**config.mk**
```make
export PLATFORM = sky130hd
export DESIGN_NAME = alu_md
export DESIGN_NICKNAME = d
export VERILOG_FILES = /design/src/rtl/alu_md.sv
export SDC_FILE = /design/constraint.sdc
export NUM_CORES = 1
export LEC_CHECK = 0
export CORE_ASPECT_RATIO = 1.1
export CORE_UTILIZATION = 37
export CTS_CLUSTER_SIZE = 40
export DETAILED_ROUTE_END_ITERATION = 8
export HOLD_SLACK_MARGIN = 0.1
export PLACE_DENSITY = 0.6
export SLEW_MARGIN = 20
export SYNTH_ARGS = -nofsm -noshare
export SYNTH_HDL_FRONTEND = slang
export SYNTH_SLANG_ARGS = --single-unit
```
**constraint.sdc**
```tcl
create_clock -name clk -period 5.7 [get_ports clk]
set_input_delay 1.14 -clock clk [delete_from_list [all_inputs] [get_ports clk]]
set_output_delay 1.14 -clock clk [all_outputs]
set_load 0.05 [all_outputs]
```
**src/rtl/alu_md.sv**
```systemverilog
// Execute-stage ALU with an iterative multiply/divide unit and HI/LO.
// The mult/div handshake (start/busy/done) feeds the hazard unit.
module alu_md #(
    parameter int WIDTH = 32,
    parameter int SHW   = 5
) (
    input  logic             clk,
    input  logic             rst,
    input  logic [WIDTH-1:0] a,
    input  logic [WIDTH-1:0] b,
    input  logic [SHW-1:0]   sa,
    input  logic [5:0]       op,
    input  logic             start,
    output logic [WIDTH-1:0] y,
    output logic             overflow,
    output logic             busy,
    output logic             done
);

    localparam int H = WIDTH / 2;

    localparam logic [5:0] OP_SLL   = 6'b000000;
    localparam logic [5:0] OP_SRL   = 6'b000010;
    localparam logic [5:0] OP_SRA   = 6'b000011;
    localparam logic [5:0] OP_OR    = 6'b000100;
    localparam logic [5:0] OP_NOR   = 6'b000101;
    localparam logic [5:0] OP_XOR   = 6'b000110;
    localparam logic [5:0] OP_LUI   = 6'b001010;
    localparam logic [5:0] OP_MFHI  = 6'b010000;
    localparam logic [5:0] OP_AND   = 6'b010001;
    localparam logic [5:0] OP_MFLO  = 6'b010010;
    localparam logic [5:0] OP_MTHI  = 6'b010100;
    localparam logic [5:0] OP_MTLO  = 6'b010101;
    localparam logic [5:0] OP_MULT  = 6'b011000;
    localparam logic [5:0] OP_MULTU = 6'b011001;
    localparam logic [5:0] OP_DIV   = 6'b011010;
    localparam logic [5:0] OP_DIVU  = 6'b011011;
    localparam logic [5:0] OP_ADD   = 6'b100000;
    localparam logic [5:0] OP_ADDU  = 6'b100001;
    localparam logic [5:0] OP_SUB   = 6'b100010;
    localparam logic [5:0] OP_SUBU  = 6'b100011;
    localparam logic [5:0] OP_SLT   = 6'b101010;
    localparam logic [5:0] OP_SLTU  = 6'b101011;

    typedef enum logic [1:0] {
        IDLE,
        RUN,
        FIN
    } state_t;

    state_t           state_q, state_d;
    logic [SHW-1:0]   cnt_q, cnt_d;
    logic [WIDTH-1:0] acc_hi_q, acc_hi_d;
    logic [WIDTH-1:0] acc_lo_q, acc_lo_d;
    logic [WIDTH-1:0] m_q, m_d;
    logic [WIDTH-1:0] hi_q, hi_d;
    logic [WIDTH-1:0] lo_q, lo_d;
    logic             is_div_q, is_div_d;
    logic             neg_q, neg_d;
    logic             neg_rem_q, neg_rem_d;
    logic             div0_q, div0_d;

    logic [WIDTH-1:0] sum_ab;
    logic [WIDTH-1:0] dif_ab;
    logic             add_ovf;
    logic             sub_ovf;
    logic             lt_s;
    logic             lt_u;

    assign sum_ab  = a + b;
    assign dif_ab  = a - b;
    assign add_ovf = (a[WIDTH-1] == b[WIDTH-1]) &&
                     (sum_ab[WIDTH-1] != a[WIDTH-1]);
    assign sub_ovf = (a[WIDTH-1] != b[WIDTH-1]) &&
                     (dif_ab[WIDTH-1] != a[WIDTH-1]);
    assign lt_s    = $signed(a) < $signed(b);
    assign lt_u    = a < b;

    always_comb begin
        y        = '0;
        overflow = 1'b0;
        case (op)
            OP_XOR:  y = a ^ b;
            OP_NOR:  y = ~(a | b);
            OP_AND:  y = a & b;
            OP_OR:   y = a | b;
            OP_LUI:  y = {b[H-1:0], {H{1'b0}}};
            OP_ADD: begin
                y        = sum_ab;
                overflow = add_ovf;
            end
            OP_ADDU: y = sum_ab;
            OP_SUB: begin
                y        = dif_ab;
                overflow = sub_ovf;
            end
            OP_SUBU: y = dif_ab;
            OP_SLT:  y = {{(WIDTH-1){1'b0}}, lt_s};
            OP_SLTU: y = {{(WIDTH-1){1'b0}}, lt_u};
            OP_SLL:  y = b << sa;
            OP_SRL:  y = b >> sa;
            OP_SRA:  y = $signed(b) >>> sa;
            OP_MFHI: y = hi_q;
            OP_MFLO: y = lo_q;
            default: ;
        endcase
    end

    // One iteration on magnitudes: acc_hi:acc_lo is the product or rem:quo pair.
    logic [WIDTH:0]     mul_sum;
    logic [WIDTH:0]     r_sh;
    logic               ge;
    logic [WIDTH-1:0]   step_hi;
    logic [WIDTH-1:0]   step_lo;
    logic [2*WIDTH-1:0] prod;
    logic [2*WIDTH-1:0] prod_fix;
    logic [WIDTH-1:0]   quo_fix;
    logic [WIDTH-1:0]   rem_fix;

    always_comb begin
        mul_sum = {1'b0, acc_hi_q} + (acc_lo_q[0] ? {1'b0, m_q} : '0);
        r_sh    = {acc_hi_q, acc_lo_q[WIDTH-1]};
        ge      = r_sh >= {1'b0, m_q};
        if (is_div_q) begin
            step_hi = ge ? WIDTH'(r_sh - {1'b0, m_q}) : r_sh[WIDTH-1:0];
            step_lo = {acc_lo_q[WIDTH-2:0], ge};
        end else begin
            step_hi = mul_sum[WIDTH:1];
            step_lo = {mul_sum[0], acc_lo_q[WIDTH-1:1]};
        end
        prod     = {step_hi, step_lo};
        prod_fix = neg_q ? -prod : prod;
        quo_fix  = div0_q ? '1 : (neg_q ? -step_lo : step_lo);
        rem_fix  = neg_rem_q ? -step_hi : step_hi;
    end

    logic             md_op;
    logic             accept;
    logic             sgn;
    logic             sign_a;
    logic             sign_b;
    logic [WIDTH-1:0] mag_a;
    logic [WIDTH-1:0] mag_b;

    assign md_op  = (op == OP_MULT) || (op == OP_MULTU) ||
                    (op == OP_DIV)  || (op == OP_DIVU);
    assign accept = start && (state_q != RUN);
    assign sgn    = ~op[0];
    assign sign_a = sgn & a[WIDTH-1];
    assign sign_b = sgn & b[WIDTH-1];
    assign mag_a  = sign_a ? -a : a;
    assign mag_b  = sign_b ? -b : b;

    always_comb begin
        state_d   = state_q;
        cnt_d     = cnt_q;
        acc_hi_d  = acc_hi_q;
        acc_lo_d  = acc_lo_q;
        m_d       = m_q;
        hi_d      = hi_q;
        lo_d      = lo_q;
        is_div_d  = is_div_q;
        neg_d     = neg_q;
        neg_rem_d = neg_rem_q;
        div0_d    = div0_q;
        unique case (state_q)
            RUN: begin
                acc_hi_d = step_hi;
                acc_lo_d = step_lo;
                cnt_d    = cnt_q + 1'b1;
                if (cnt_q == SHW'(WIDTH - 1)) begin
                    state_d = FIN;
                    if (is_div_q) begin
                        hi_d = rem_fix;
                        lo_d = quo_fix;
                    end else begin
                        {hi_d, lo_d} = prod_fix;
                    end
                end
            end
            default: begin
                state_d = IDLE;
                if (accept && md_op) begin
                    state_d   = RUN;
                    cnt_d     = '0;
                    acc_hi_d  = '0;
                    acc_lo_d  = mag_a;
                    m_d       = mag_b;
                    is_div_d  = op[1];
                    neg_d     = sign_a ^ sign_b;
                    neg_rem_d = sign_a;
                    div0_d    = op[1] && (b == '0);
                end
                if (accept && op == OP_MTHI) hi_d = a;
                if (accept && op == OP_MTLO) lo_d = a;
            end
        endcase
    end

    always_ff @(posedge clk) begin
        if (rst) begin
            state_q   <= IDLE;
            cnt_q     <= '0;
            acc_hi_q  <= '0;
            acc_lo_q  <= '0;
            m_q       <= '0;
            hi_q      <= '0;
            lo_q      <= '0;
            is_div_q  <= 1'b0;
            neg_q     <= 1'b0;
            neg_rem_q <= 1'b0;
            div0_q    <= 1'b0;
        end else begin
            state_q   <= state_d;
            cnt_q     <= cnt_d;
            acc_hi_q  <= acc_hi_d;
            acc_lo_q  <= acc_lo_d;
            m_q       <= m_d;
            hi_q      <= hi_d;
            lo_q      <= lo_d;
            is_div_q  <= is_div_d;
            neg_q     <= neg_d;
            neg_rem_q <= neg_rem_d;
            div0_q    <= div0_d;
        end
    end

    assign busy = (state_q == RUN);
    assign done = (state_q == FIN);

endmodule

```
==> impl_metrics.csv <==
group,metric,value,unit
run_status,run_status,"complete, but fails checks",
run_status,violated_checks,"setup timing",
yosys,main_flop_type_after_synthesis,"sky130_fd_sc_hd__dfxtp_1",
sta,setup_violations,5,
floorplanning,die_height,266,um
sta,final.hold.worst_slack,0.479,ns
grt,antenna_found_initial,2,
placement,detailed_place.area,28300,sq um
sta,worst_slew_pin_slew,0.964,ns
critical_path,critical_path.cell_chain,"buf_8 -> buf_6 -> ha_4 -> buf_6 -> fa_2 -> a21oi_2 -> o21bai_2 -> a21oi_2 -> a31oi_1 -> o21ai_1 -> buf_4 -> a21oi_4 -> o41a_1 -> a221oi_2 -> a21oi_2 -> a21oi_2 -> o311ai_2 -> xnor2_1 -> o21ai_2 -> buf_12",
power,p_leak,12.5,nW
sta,final.min_clock_period,5.86,ns
critical_path,setup.worst_path.start,"b[0]",
yosys,post_synth_inst_count,3412,
grt,grt_pass1_wl,189,mm
yosys,synth.yosys.warnings,0,
critical_path,critical_path.startpoint_type,"input port",
route,first_pass_iters,8,
placement,finalWeightedCongestion,1.07,
route,drc,0,
critical_path,crit_path_top_delay_cell,"sky130_fd_sc_hd__o41a_1",
sta,timing.final.ws_setup,-0.159,ns
power,fin_total_pwr,4.71,mW
route,ant_nets,0,
grt,global_route.overflow_total,0,
placement,port_buffers,112,
yosys,post_synth_num_cell_types,96,
clock_network,numClockSinks,171,
clock_network,clkLatencyLatePin,0.47,ns
sta,fin_crit_sh,103,%
cells_and_area,multi_input_comb_area,19200,sq um
route,post_drt_wl_per_cell,28.5,um
clock_network,cts_inserted_buffers,17,
cells_and_area,drive_gt1_share,20.2,%
critical_path,worst-endpoint-required,4.56,ns
floorplanning,initial_utilization,37.4,%
placement,dp_wirelength,105,mm
job,maxCapViolCount,0,
route,dr_iter_0_viols,3794,
cells_and_area,syn_to_final_growth,28.3,%
clock_network,clock-root-buffer,"sky130_fd_sc_hd__clkbuf_16",
critical_path,slowest_delay,0.47,ns
sta,finClkSkew,0.0158,ns
yosys,postSynthNetCount,3660,
grt,via_count_of_the_first_global_routing_pass,27800,
critical_path,setup.reg_to_reg.worst_slack,0.36,ns
sta,rsz0062_at_grt,"true",
hold_path,hold_path_startpoint,"hi_q[23]",
clock_network,ctsLongestPathBuffers,2,
floorplanning,dieWidth,242,um
cells_and_area,post_layout_nonfiller_instances,4622,
cells_and_area,final_nets,4024,
floorplanning,boundaryPins,113,
power,irDropWorstVdd,0.203,mV
clock_network,clock_tree_from_tritoncts,"built",
route,drt-vias-per-instance,6.39,
floorplanning,placeableCoreArea,62500,sq um
power,pwr_density_cell,157,nW/um^2
hold_path,timing.hold.worst.class,"reg2reg",
yosys,average_cell_area_after_synthesis,6.85,sq um
route,totalWireLength,132,mm
grt,pin_count_of_the_biggest_net_entering_global_routing,71,
cells_and_area,finish.utilization,48.1,%
sta,clock.fmax,171,MHz
sta,timing_max_transition_violations_final,0,
clock_network,cts.clk_slew.worst_paths,0.08,ns
cells_and_area,number_of_diodes_added_for_antenna_fixing,0,
critical_path,crit_fanout,2,
critical_path,critical_path_arrival,4.72,ns
critical_path,crit_type,"in2out",
grt,gr-usage-all-layers,39.5,%
yosys,ys_async_sr_fraction,0,%
critical_path,rr_startpoint,"m_q[1]",
sta,slew-limit-headroom,34.1,%
clock_network,htree_num_levels,4,
critical_path,cp-end-kind,"primary output",
yosys,synth_enable_flop_cells,0,
route,num_vias,29500,
yosys,mappedNetlistArea,23400,sq um
floorplanning,placementRows,96,
cells_and_area,fillCellCount,6416,
yosys,synth.yosys.seq_area_share,14.6,%
placement,placedCellCount,4556,
clock_network,postCtsHoldBufs,0,
sta,finalHoldViolations,0,
cells_and_area,area.sequential,3430,sq um
floorplanning,design.die.area,64200,sq um
yosys,ys_ff_latch,171,
critical_path,critical_path.most_common_cell,"sky130_fd_sc_hd__a21oi_2",
cells_and_area,layout.cell_area.non_filler,30000,sq um
-- where the power goes --
| group | switching (mW) | leakage [nW] | internal, mW |
|---|---|---|---|
| clock network | 0.626 | 0.303 | 0.675 |
| logic | 1.34 | 10.8 | 0.844 |
| registers | 0.0149 | 1.38 | 1.21 |
| total | 1.98 | 12.5 | 2.72 |
-- synth_stat cells, types with 70 or more instances --
cell type	n	share of area [%]
sky130_fd_sc_hd__o21ai_0	283	6.1
sky130_fd_sc_hd__inv_1	161	2.6
sky130_fd_sc_hd__dfxtp_1	171	15
sky130_fd_sc_hd__nand3_1	89	1.9
sky130_fd_sc_hd__xnor2_1	143	5.4
sky130_fd_sc_hd__clkbuf_1	186	3.0
sky130_fd_sc_hd__nor2_1	375	6.0
sky130_fd_sc_hd__nand2_1	353	5.7
sky130_fd_sc_hd__a31oi_1	90	2.4
sky130_fd_sc_hd__a21oi_1	297	6.4
sky130_fd_sc_hd__nor3_1	70	1.5
sky130_fd_sc_hd__ha_1	166	8.9
sky130_fd_sc_hd__mux2i_1	145	6.2
-- layer usage --
metal	GRT usage, %	share of wire, %	routed length, um	vias up
met5	0	0.0084	11	-
met4	31.1	9.1	12000	2
met3	6.53	9.2	12100	456
met2	62.4	44	57400	1863
met1	47.8	38	50100	14000
li1	-	-	-	13200
-- cells by family after synthesis --
logic type / count (synthesis) / synth area share [%]
and+or+nand+nor: 1145 / 22.6
adders and majority gates: 170 / 9.22
xor gates and xnor gates: 186 / 6.97
muxes: 169 / 7.80
AOI/OAI and AO/OA: 1160 / 32.1
buffers and inverters: 411 / 6.68
DFF: 171 / 14.6
-- layout by cell type, fill, tap and decap left out, types with 32 or more instances in the layout --
| cell type | count |
|---|---|
| sky130_fd_sc_hd__clkdlybuf4s50_1 | 32 |
| sky130_fd_sc_hd__nand3_1 | 87 |
| sky130_fd_sc_hd__nand4_1 | 35 |
| sky130_fd_sc_hd__inv_1 | 133 |
| sky130_fd_sc_hd__mux2i_1 | 145 |
| sky130_fd_sc_hd__nor3_1 | 65 |
| sky130_fd_sc_hd__nand2_1 | 350 |
| sky130_fd_sc_hd__xor2_1 | 43 |
| sky130_fd_sc_hd__buf_12 | 36 |
| sky130_fd_sc_hd__a221oi_1 | 49 |
| sky130_fd_sc_hd__o21ai_0 | 268 |
| sky130_fd_sc_hd__buf_4 | 454 |
| sky130_fd_sc_hd__dfxtp_1 | 170 |
| sky130_fd_sc_hd__a31oi_1 | 88 |
| sky130_fd_sc_hd__a21oi_1 | 279 |
| sky130_fd_sc_hd__o211ai_1 | 53 |
| sky130_fd_sc_hd__ha_1 | 143 |
| sky130_fd_sc_hd__a22oi_1 | 38 |
| sky130_fd_sc_hd__and2_1 | 40 |
| sky130_fd_sc_hd__nor2_1 | 369 |
| sky130_fd_sc_hd__xnor2_1 | 141 |
| sky130_fd_sc_hd__a211oi_1 | 53 |
-- through the flow --
step / worst slack (ns) / TNS [ns]
final: -0.159 / -0.455
after global routing: -0.310 / -1.12
after CTS: -0.334 / -0.966
after detailed placement: -1.14 / -13.02
after global placement: -1.12 / -12.13
after floorplan: -0.211 / -0.211
-- layout make-up --
cell class                      count  area share (%)
Sequential cell                   171            11.4
Clock inverter                     15           0.671
Multi-Input combinational cell   2830            63.9
Clock buffer                       17            1.42
Inverter                          165            2.14
Tap cell                          833            3.47
Timing Repair Buffer              591            17.0
-- worst paths after layout --
check,to,cells after the start
setup reg to reg,hi_q[22],21
hold reg to reg,hi_q[23],2
hold / removal,hi_q[23],2
setup / recovery,y[30],20
-- worst max-delay path: cells and delay by family --
family	cells	cell delay (ns)
AOI/OAI and AO/OA	12	2.22
buffers and inverters	5	0.67
adders and majority gates	2	0.51
xor gates and xnor gates	1	0.15
-- state kept, by name, indices dropped and copies added (netlist names) --
register / flops
lo_q: 32
hi_q: 32
state_q: 2
acc_hi_q: 32
acc_lo_q: 32
is_div_q: 1
div0_q: 1
m_q: 32
neg_q: 1
neg_rem_q: 1
cnt_q: 5
-- repair_timing --
item | CTS | global route
pin swaps | 73 | 46
setup buffers | 28 | 7
resized for setup | 228 | 55
endpoints found under the setup margin | 24 | 19
(Power assumes the default switching activity.)
